### src/rtl/tdm_demux_rx.sv
// tdm_demux_rx
//   Receive side of the TDM link. Takes one slot word per accepted cycle,
//   with slot 0 marked by frame_sync, and spreads the words across N
//   parallel channel outputs. Frame alignment is tracked by a HUNT/LOCKED
//   state machine. Incoming words collect in a shadow buffer, and ch_data
//   is only loaded once a complete, aligned frame has arrived.
//
// Ports
//   clk         system clock, rising edge
//   rst_n       asynchronous active-low reset
//   din         multiplexed slot word (W bits)
//   din_valid   din carries a slot word this cycle
//   frame_sync  din is slot 0 (qualified by din_valid)
//   ch_data     channel outputs, channel k at [k*W +: W]
//   frame_done  one-cycle pulse when ch_data takes a new frame
//   locked      high while frame alignment is held
//   sync_err    one-cycle pulse per alignment error
//   err_count   saturating count of sync_err pulses
//
// state  | meaning
// -------+-----------------------------------------------------------
// HUNT   | not aligned; wait for a word flagged with frame_sync
// LOCKED | aligned; slot_q gives the slot number of the next word

module tdm_demux_rx #(
  parameter int W  = 8,
  parameter int N  = 4,
  parameter int CW = 4
) (
  input  logic           clk,
  input  logic           rst_n,
  input  logic [W-1:0]   din,
  input  logic           din_valid,
  input  logic           frame_sync,
  output logic [N*W-1:0] ch_data,
  output logic           frame_done,
  output logic           locked,
  output logic           sync_err,
  output logic [7:0]     err_count
);

  typedef enum logic {
    HUNT   = 1'b0,
    LOCKED = 1'b1
  } state_t;

  state_t         state_q, state_d;
  logic [CW-1:0]  slot_q, slot_d;
  logic [W-1:0]   shadow_q [N];
  logic [W-1:0]   shadow_d [N];
  logic           load_frame;
  logic           err_d;
  logic           slot_is_first;
  logic           slot_is_last;
  logic [N*W-1:0] frame_flat;

  assign slot_is_first = (slot_q == '0);
  assign slot_is_last  = (slot_q == CW'(N-1));

  always_comb begin
    state_d    = state_q;
    slot_d     = slot_q;
    shadow_d   = shadow_q;
    load_frame = 1'b0;
    err_d      = 1'b0;
    if (din_valid) begin
      case (state_q)
        HUNT: begin
          if (frame_sync) begin
            shadow_d[0] = din;
            slot_d      = CW'(1);
            state_d     = LOCKED;
          end
        end
        LOCKED: begin
          if (frame_sync == slot_is_first) begin
            for (int k = 0; k < N; k++) begin
              if (slot_q == CW'(k)) shadow_d[k] = din;
            end
            if (slot_is_last) begin
              slot_d     = '0;
              load_frame = 1'b1;
            end else begin
              slot_d = slot_q + CW'(1);
            end
          end else if (frame_sync) begin
            // Early sync: drop the partial frame and restart at slot 0
            // using this word. Alignment is kept.
            err_d       = 1'b1;
            shadow_d[0] = din;
            slot_d      = CW'(1);
          end else begin
            // Missing sync at slot 0: alignment is gone, so discard the word
            // and return to HUNT.
            err_d   = 1'b1;
            state_d = HUNT;
            slot_d  = '0;
          end
        end
        default: state_d = HUNT;
      endcase
    end
  end

  // The last slot word goes into ch_data in the same edge that writes it
  // to the shadow buffer, so ch_data is loaded from the next-shadow value.
  always_comb begin
    frame_flat = '0;
    for (int k = 0; k < N; k++) begin
      frame_flat[k*W +: W] = shadow_d[k];
    end
  end

  always_ff @(posedge clk or negedge rst_n) begin
    if (!rst_n) begin
      state_q    <= HUNT;
      slot_q     <= '0;
      for (int k = 0; k < N; k++) shadow_q[k] <= '0;
      ch_data    <= '0;
      frame_done <= 1'b0;
      sync_err   <= 1'b0;
      err_count  <= '0;
    end else begin
      state_q    <= state_d;
      slot_q     <= slot_d;
      shadow_q   <= shadow_d;
      frame_done <= load_frame;
      sync_err   <= err_d;
      if (load_frame) ch_data <= frame_flat;
      if (err_d && (err_count != 8'hFF)) err_count <= err_count + 8'd1;
    end
  end

  assign locked = (state_q == LOCKED);

endmodule

### config.mk
export PLATFORM = sky130hd
export DESIGN_NAME = tdm_demux_rx
export DESIGN_NICKNAME = d
export VERILOG_FILES = /design/src/rtl/tdm_demux_rx.sv
export SDC_FILE = /design/constraint.sdc
export NUM_CORES = 1
export LEC_CHECK = 0
export CORE_ASPECT_RATIO = 0.7
export CORE_MARGIN = 3
export CORE_UTILIZATION = 45
export CTS_BUF_LIST = sky130_fd_sc_hd__clkbuf_2 sky130_fd_sc_hd__clkbuf_4 sky130_fd_sc_hd__clkbuf_8
export DETAILED_ROUTE_END_ITERATION = 16
export GPL_TIMING_DRIVEN = 0
export PLACE_DENSITY = 0.67
export SLEW_MARGIN = 20
export SYNTH_ARGS = -nofsm -noshare
export SYNTH_HDL_FRONTEND = slang
export SYNTH_SLANG_ARGS = --single-unit
### constraint.sdc
create_clock -name clk -period 2.8 [get_ports clk]
set_input_delay 0.28 -clock clk [delete_from_list [all_inputs] [get_ports clk]]
set_output_delay 0.28 -clock clk [all_outputs]
set_load 0.02 [all_outputs]
==> flow_summary.json, run 1 <==
{
  "synth_seq_cells": 71,
  "cap_violations": 0,
  "setup_tns_ps": 0,
  "row_count": 25,
  "root_buffer": "clkbuf_8",
  "grt_max_degree": 44,
  "hpwl_um": 4310,
  "rsz0062_at_grt": "no",
  "grt_pass1_wl_um": 10700,
  "antenna_cells": 0,
  "slowest_stage": "dfrtp_1",
  "seq_area_frac_synth_pct": 53.9,
  "internal-power_mw": 2.93,
  "synth.area.top_cells": "dfrtp_1 (54%), mux2_2 (15%), mux2_4 (14%)",
  "max_freq_mhz": 419,
  "clk_latency_ps": 350,
  "synth_top_area_share_pct": 53.9,
  "slew_headroom_pct": 62.6,
  "async_reset_ff_share_pct": 100,
  "chipHeight_um": 77.6,
  "rrSetupSlack_ps": 410,
  "synthTopCellsByCount": "dfrtp_1 (71), mux2_2 (45), mux2_4 (31)",
  "fin_crit_ps": 2390,
  "slowest_delay_ps": 460,
  "synth_fp_nets": 237,
  "cp-end-kind": "flop",
  "drc_errors": 0,
  "placed_area_um2": 3970,
  "drive_above_1_share_pct": 38.8,
  "ios": 55,
  "synth_ff_type": "dfrtp_1",
  "clock_sinks": 71,
  "cp.arrival_ps": 2620,
  "syn-cell-area_um2": 3300,
  "tightestPinTransition_ps": 562,
  "grt_antenna_before_repair": 0,
  "ant_nets": 0,
  "finalSetupViolCount": 0,
  "cp_max_fo": 8,
  "rr_worst_depth": 7,
  "finalNetCount": 304,
  "crit_top_cell": "ha_1",
  "drv_slew": 0,
  "r2r_end": "shadow_q[11]",
  "clk_pin_slew_ps": 80,
  "combPwrFrac_pct": 44.6,
  "fp.coreArea_um2": 6910,
  "grt.total_usage_pct": 16.7,
  "grt.overflow.total": 0,
  "dieWidth_um": 108,
  "avgViaCountPerCell": 5.09,
  "leakagePower_nw": 1.93,
  "drtPass1Iterations": 4,
  "switching_share_pct": 33.9,
  "fillCellCount": 561,
  "netlist_instances": 219,
  "final-seq-area_um2": 1780,
  "ir_drop_uv": 533,
  "skew_ps": 2.55,
  "dieArea_um2": 8410,
  "crit_type": "reg -> reg",
  "run_status": "finished clean",
  "final_area_um2": 4180,
  "synth_edf_count": 0,
  "totalWireLength_um": 6280,
  "yosysTopAreaCell": "dfrtp_1",
  "power_switching_mw": 1.50,
  "clockBufferDepth": 2,
  "syn_avg_cell_area_um2": 15.1,
  "drtIter0Drc": 79,
  "cts_tree": "done",
  "start_util_pct": 47.7,
  "wl_per_cell_um": 16.3,
  "power_frac_seq_pct": 37.1,
  "cp_cell_sequence": "inv_1, ha_1, and2_1, ha_1, and2_2, nand4_2, mux2_2",
  "crit_required_ps": 3030,
  "ys_warn_count": 0,
  "synth_cell_type_count": 42,
  "grt_pass1_vias": 1991,
  "hold_viol": 0,
  "multi_input_area_um2": 1430,
  "yosysMostFrequentCell": "dfrtp_1",
  "min_period_over_period_pct": 85.2,
  "area_delta_synth_final_pct": 26.7,
  "clkPwrFrac_pct": 18.3,
  "r2r_start": "slot_q[0]",
  "port_buffers": 54,
  "cts_buffers": 9,
  "p_per_area_nw_per_um2": 1060,
  "gp_congestion": 0.819,
  "min_path_type": "in -> async",
  "startpoint_type": "flop",
  "fin_util_pct": 60.5,
  "vias": 1958,
  "cts_htree_levels": 3
}
-- placed cells by master, fill, tap and decap left out, types with 2 or more instances in the layout --
master           Yosys  final
clkdlybuf4s50_1      0     53
mux2_2              45     45
clkbuf_8             0      9
dfrtp_1             71     71
buf_6                4      4
nand4_2              2      2
mux2_4              31     31
o21ai_0              4      4
buf_4                2      3
buf_2                2      2
inv_1                4      4
clkinv_2             0      2
and3_1               2      2
nand3_1              5      5
clkinvlp_4           0      2
nand2b_1             2      2
a21oi_1              6      6
a41oi_1              2      2
a31oi_1              2      2
ha_1                 6      6
nand2_1              4      4
-- cell families (layout without fill, tap and decap cells) --
family | count (synthesis) | in the layout | synth area share [%]
simple gates | 30 | 30 | 6.64
xor+xnor | 1 | 1 | 0.266
compound gates | 21 | 21 | 4.44
buf+inv | 13 | 85 | 2.73
fa+ha+maj | 6 | 6 | 2.28
mux | 77 | 77 | 29.8
flops | 71 | 71 | 53.9
-- power by group through the flow --
stage          Combinational [mW]  Sequential [mW]  Clock (mW)
2_1_floorplan                1.02             1.91           0
3_3_place_gp                 1.97             1.66           0
3_5_place_dp                 2.00             1.67           0
4_1_cts                      2.01             1.65       0.839
5_1_grt                      2.14             1.71       0.888
6_report                     1.98             1.65       0.811
-- per-stage QoR --
| step | hold WS, ps | worst slack (ps) | std cells | total power [mW] |
|---|---|---|---|---|
| after global placement | 479 | -1070 | 367 | 3.63 |
| after floorplan | -15.6 | 727 | 219 | 2.93 |
| after detailed placement | 318 | 350 | 368 | 3.66 |
| after CTS | 475 | 389 | 385 | 4.50 |
| after global routing | 516 | 255 | 385 | 4.73 |
| final | 464 | 413 | 385 | 4.44 |
-- per-layer routing --
| layer | up-vias | share of wire [%] | track usage [%] |
|---|---|---|---|
| met5 | - | 0 | 0 |
| met4 | 0 | 1.1 | 5.55 |
| met3 | 8 | 5.2 | 5.74 |
| met2 | 38 | 42 | 22.6 |
| met1 | 974 | 52 | 24.8 |
| li1 | 938 | - | - |
-- timing repair --
action / CTS / global route
buffers inserted: 0 / 0
hold endpoints to repair: 42 / 0
resized for setup: 0 / 0
hold buffers: 1 / 0
-- worst max-delay path by stage --
stage	from	end	cells after the start
after CTS	slot_q[0]	shadow_q[11]	7
after global placement	rst_n	ch_data[5]	1
after floorplan	slot_q[0]	err_count[1]	8
final	slot_q[0]	shadow_q[11]	7
after global routing	slot_q[0]	shadow_q[11]	7
after detailed placement	frame_sync	shadow_q[11]	6
-- worst max-delay path, delay by kind of cell, from the launching register on --
kind / cells / cell delay, ps
AND/OR/NAND/NOR: 3 / 680
adder cells (fa/ha/maj): 2 / 640
flip-flops: 1 / 460
multiplexers: 1 / 380
buffers and inverters: 1 / 110
-- state kept, by name, indices dropped and copies added (netlist names) --
| name | flops |
|---|---|
| ch_data | 32 |
| shadow_q | 24 |
| sync_err | 1 |
| slot_q | 4 |
| frame_done | 1 |
| err_count | 8 |
| locked | 1 |
-- cell type report --
cell class | count | area share (%)
multi-input cells | 135 | 34.2
repair buffers | 56 | 13.6
clock inverters | 7 | 1.74
well taps | 94 | 2.81
plain buffers | 9 | 1.80
flip-flops and latches | 71 | 42.5
inverters | 4 | 0.359
clock buffers | 9 | 2.96
Power figures use the tool's default switching activity.
==> inputs of run 2 (changes only) <==
--- a/config.mk
+++ b/config.mk
@@ -9,6 +9,7 @@
 export CORE_MARGIN = 3
 export CORE_UTILIZATION = 45
 export CTS_BUF_LIST = sky130_fd_sc_hd__clkbuf_2 sky130_fd_sc_hd__clkbuf_4 sky130_fd_sc_hd__clkbuf_8
+export CTS_CLUSTER_DIAMETER = 60
 export DETAILED_ROUTE_END_ITERATION = 16
 export GPL_TIMING_DRIVEN = 0
 export PLACE_DENSITY = 0.67
==> constraint.sdc (replaced) <==
create_clock -name clk -period 2.61 [get_ports clk]
set_input_delay 0.261 -clock clk [delete_from_list [all_inputs] [get_ports clk]]
set_output_delay 0.261 -clock clk [all_outputs]
set_load 0.02 [all_outputs]
==> results of run 2 <==
Same layout as run 1 (identical final DEF). Status: finished clean.
Among the figures that moved: setup slack after placement 350 ps -> 179 ps; setup slack after layout 413 ps -> 223 ps; hold slack 464 ps -> 445 ps; register-to-register setup slack 410 ps -> 220 ps; total power 4.44 mW -> 4.76 mW; worst IR drop on VDD 533 uV -> 572 uV
==> inputs of run 3 (changes only) <==
--- a/config.mk
+++ b/config.mk
@@ -8,10 +8,10 @@
 export CORE_ASPECT_RATIO = 0.7
 export CORE_MARGIN = 3
 export CORE_UTILIZATION = 45
-export CTS_BUF_LIST = sky130_fd_sc_hd__clkbuf_2 sky130_fd_sc_hd__clkbuf_4 sky130_fd_sc_hd__clkbuf_8
 export CTS_CLUSTER_DIAMETER = 60
 export DETAILED_ROUTE_END_ITERATION = 16
 export GPL_TIMING_DRIVEN = 0
+export MAX_ROUTING_LAYER = met4
 export PLACE_DENSITY = 0.67
 export SLEW_MARGIN = 20
 export SYNTH_ARGS = -nofsm -noshare
==> run 3 against run 2 <==
Sequential power about the same; routed wire length grew 0.13%; register-to-register slack barely moved; first-iteration DRC count up 22%; worst setup slack barely moved; power barely moved; clock skew grew 0.54 ps; critical endpoint unchanged.
==> flow_summary.json, run 3 (synthesis gave the netlist of run 1 again) <==
{
  "cp_max_fo": 8,
  "cts_htree_levels": 3,
  "run_status": "finished clean",
  "final_common_cell": "dfrtp_1",
  "drive_above_1_share_pct": 38.8,
  "grt_pass1_wl_um": 10700,
  "critical_path_depth": 7,
  "totalWireLength_um": 6290,
  "drtPass1Iterations": 4,
  "cts_hold_buf": 1,
  "crit_required_ps": 2840,
  "skew_ps": 3.09,
  "slowest_delay_ps": 460,
  "cts_tree": "done",
  "fin_crit_ps": 2390,
  "regMostFlops": "ch_data",
  "crit_top_cell": "ha_1",
  "drtIter0Drc": 96,
  "cp_cell_sequence": "inv_1, ha_1, and2_1, ha_1, and2_2, nand4_2, mux2_2",
  "clk_pin_slew_ps": 80,
  "rr_worst_depth": 7,
  "area_delta_synth_final_pct": 26.7,
  "cts_buffers": 9,
  "max_freq_mhz": 419,
  "crit_type": "reg -> reg",
  "p_per_area_nw_per_um2": 1140,
  "start_util_pct": 47.7,
  "hpwl_um": 4310,
  "grt.total_usage_pct": 17.2,
  "finalSetupViolCount": 0,
  "cap_violations": 0,
  "hold_viol": 0,
  "drc_errors": 0,
  "min_period_over_period_pct": 91.4,
  "finalPower_mw": 4.76,
  "startpoint_type": "flop",
  "cp.arrival_ps": 2620,
  "ant_nets": 0,
  "final_cell_mix": "dfrtp_1 (71), clkdlybuf4s50_1 (53), mux2_2 (45), mux2_4 (31), clkbuf_8 (9)",
  "min_path_type": "in -> async",
  "grt_antenna_before_repair": 0,
  "rsz0062_at_grt": "no",
  "ctsResizeCount": 0,
  "root_buffer": "clkbuf_8",
  "clockBufferDepth": 2,
  "fin_util_pct": 60.5,
  "tightestPinTransition_ps": 561,
  "grt_pass1_vias": 1988,
  "slowest_stage": "dfrtp_1",
  "dieArea_um2": 8410,
  "finalNetCount": 304,
  "port_buffers": 54,
  "path_buf_inv": 1,
  "cp-end-kind": "flop",
  "postCtsSetupRepairBufs": 0,
  "largest_reg_flops": 32,
  "reg_top3": "ch_data (32), shadow_q (24), err_count (8)",
  "gp_congestion": 0.832,
  "r2r_start": "slot_q[0]",
  "dieWidth_um": 108,
  "rrSetupSlack_ps": 220,
  "wl_per_cell_um": 16.3,
  "grt.overflow.total": 0,
  "antenna_cells": 0,
  "r2r_end": "shadow_q[11]",
  "final-seq-area_um2": 1780,
  "drv_slew": 0,
  "row_count": 25,
  "clk_latency_ps": 340,
  "slew_headroom_pct": 62.6,
  "avgViaCountPerCell": 5.09,
  "vias": 1958,
  "fillCellCount": 561,
  "multi_input_area_um2": 1430,
  "clock_sinks": 71,
  "path_delay_family": "simple AND/OR/NAND/NOR gates",
  "ir_drop_uv": 571,
  "chipHeight_um": 77.6,
  "grt_max_degree": 44,
  "ios": 55,
  "leakagePower_nw": 1.93,
  "fp.coreArea_um2": 6910
}
run 3: cell counts in the layout (fill, tap and decap cells not counted):
Identical to the previous run, type by type.
run 3: stage by stage:
step                      instance area (um2)  hold WS [ps]  std cells  setup TNS [ps]  setup WS, ps
after floorplan                          3300         -34.6        219               0           537
after global placement                   3960           479        367          -88020         -1240
after detailed placement                 3970           299        368               0           179
after CTS                                4180           456        385               0           199
after global routing                     4180           498        385               0          64.6
final                                    4180           446        385               0           223
run 3: worst register-to-register path, delay by kind of cell (launching register included):
family	cells	cell delay [ps]
flip-flops	1	460
AND/OR/NAND/NOR	3	680
multiplexers	1	380
buffers and inverters	1	110
adder cells (fa/ha/maj)	2	640
run 3: power by group:
group	internal (mW)	total (mW)	switching, mW
Clock	0.442	0.870	0.428
Sequential	1.51	1.77	0.256
Combinational	1.20	2.13	0.929
run 3: worst max path at each step:
stage / start / endpoint / slack (ps)
floorplan: slot_q[0] / err_count[1] / 540
global route: slot_q[0] / shadow_q[11] / 60
CTS: slot_q[0] / shadow_q[11] / 200
finish: slot_q[0] / shadow_q[11] / 220
global placement: rst_n / ch_data[5] / -1240
detailed placement: frame_sync / shadow_q[11] / 180
run 3: final cells by class:
cell class,count,share of cell area (%)
Timing Repair Buffer,56,13.6
Sequential cell,71,42.5
Clock inverter,7,1.74
Inverter,4,0.359
Multi-Input combinational cell,135,34.2
Tap cell,94,2.81
Clock buffer,9,2.96
Buffer,9,1.80
run 3: layer usage:
| layer | up-vias | global-route usage (%) | wire [um] |
|---|---|---|---|
| met3 | 8 | 5.32 | 288 |
| met4 | 0 | 5.55 | 70 |
| li1 | 938 | - | - |
| met2 | 40 | 22.6 | 2650 |
| met1 | 972 | 25.1 | 3280 |
| met5 | - | - | 0 |
==> RTL edit: new RTL, config.mk and constraints of run 3 <==
Set the parameter `W` to 12 (it was 8).
--- a/src/rtl/tdm_demux_rx.sv
+++ b/src/rtl/tdm_demux_rx.sv
@@ -23,7 +23,7 @@
 // LOCKED | aligned; slot_q gives the slot number of the next word
 
 module tdm_demux_rx #(
-  parameter int W  = 8,
+  parameter int W  = 12,
   parameter int N  = 4,
   parameter int CW = 4
 ) (
Interface: changed (resized ch_data and din); port bits go from 55 to 75. No check against the original RTL was run, so the function may have changed too.
==> RTL edit against run 3 <==
- via count grew 32%
- sequential cell count grew 28
- die area increased by 26%
- wire length up 40%
- design area increased by 30%
- clock power increased by 51%
- setup slack worse by 0.036 ns
- core utilization increased by 1.3 points
- power increased by 33%
- synthesized area up 28%
- count of clock-buffer cells in the layout grew 4
- critical path depth is 1 lower
- critical path type unchanged
==> RTL edit: results (changes against run 3) <==
status finished, final reports clean; core occupancy in the finished layout 61.7% (+1.3 points); count of clock-net buffers in the final layout 13 (+4); Clock Skews 0.00877 ns (+0.00568 ns); area after detailed placement 5130 um^2 (+29%); IR Drop Worst-Case VDD 0.540 mV (-5.4%); biggest registers after layout ch_data: 48 flops, shadow_q: 36 flops, err_count: 8 flops; area fraction in compound gates after synthesis 2.40% (-2.0 points); origin of the worst setup path slot_q[2]$_DFFE_PN0P_; total half-perimeter wirelength after legalization and detailed placement 6000 um (+39%); Final Hold Slack 0.275 ns (-0.171 ns); number of port buffers 73 (+35%); cell leakage power 2.42 nW (+25%); worst reg-to-reg path cell count 6 (-1); top achievable clock speed 0.413 GHz (-1.5%); arithmetic-cell share of the synthesized area counting full adders, half adders and majority gates 1.78% (-0.50 points); inverter count 5 (+1); Tot GR Track Use 18.4% (+1.2 points); placed cells 480 (+30%); total nets after synthesis 308 (+30%); leading post-synthesis cells by instance count sky130_fd_sc_hd__mux2_2, sky130_fd_sc_hd__dfrtp_1, sky130_fd_sc_hd__buf_2, sky130_fd_sc_hd__ha_1, sky130_fd_sc_hd__nand4_1; share of synthesized area spent on multiplexers 30.1% (+0.36 points); setup slack on the worst flop-to-flop path 0.19 ns (-0.04 ns); routability congestion estimate 0.790 (-5.0%); routed wl met3 448 um (+56%); relative area of clock buffers and inverters in the final design 5.44% (+0.74 points); Hold Crit Class input port to flip-flop; number of multi-input combinational cells in the layout 167 (+24%); storage element area 2480 um^2 (+39%); part of the total power dissipated in sequential elements 38.8% (+1.7 points); Layout fillers 700 (+25%); final net count 393 (+29%); number of DRC markers in iteration 0 205 (+110%); first-pass GRT wire length 14300 um (+33%); Int Pwr 4.31 mW (+37%); proportion of power drawn by combinational gates 40.5% (-4.2 points); Area contributors post-synth sky130_fd_sc_hd__dfrtp_1, sky130_fd_sc_hd__mux2_2, sky130_fd_sc_hd__ha_1; met2 capacity usage during global routing 25.4% (+2.8 points); Clk Tree Root Cell sky130_fd_sc_hd__clkbuf_16; pre-CTS setup slack -0.0491 ns (-0.228 ns); sequential area share after synthesis 58.7% (+4.9 points); via count of the first global-routing pass 2578 (+30%); met3 Usage GRT 6.17% (+0.85 points); met1 Resource Use GR 26.8% (+1.6 points); Hold Path Origin din_valid; routed metal-1 wirelength 4510 um (+37%); signal buffers share of area 15.5% (+0.080 points); library cells used by synthesis 32 (-24%); count of plain and timing-repair buffers 89 (+37%); endpoint arrival time on the critical path 2.64 ns (+0.02 ns); clock sink total 99 (+39%); Worst-Margin Slew 0.732 ns (+0.171 ns)
## RTL edit: changes by cell type after synthesis, sizes merged, moves of 2 or more
cell	run 3	this run
xnor2	1	3
a31oi	2	0
a41oi	2	0
a21oi	6	4
nand4	3	7
dfrtp	71	99
buf	8	12
clkbuf	1	3
mux2	76	112
nor2	2	5
## RTL edit: critical path, cell delays in order (launching register included)
cell and delay [ns]:
sky130_fd_sc_hd__dfrtp_1 0.42, sky130_fd_sc_hd__nor2_1 0.32, sky130_fd_sc_hd__and2_1 0.20, sky130_fd_sc_hd__ha_1 0.38, sky130_fd_sc_hd__nand4_2 0.22, sky130_fd_sc_hd__buf_2 0.37
sky130_fd_sc_hd__mux2_2 0.39
## RTL edit: cell families (layout without fill, tap and decap cells)
| group | count (synthesis) | after routing |
|---|---|---|
| mux | 113 | 113 |
| flops | 99 | 99 |
| simple gates | 30 | 30 |
| buf+inv | 20 | 109 |
| compound gates | 15 | 15 |
| fa+ha+maj | 6 | 6 |
| xor+xnor | 3 | 3 |
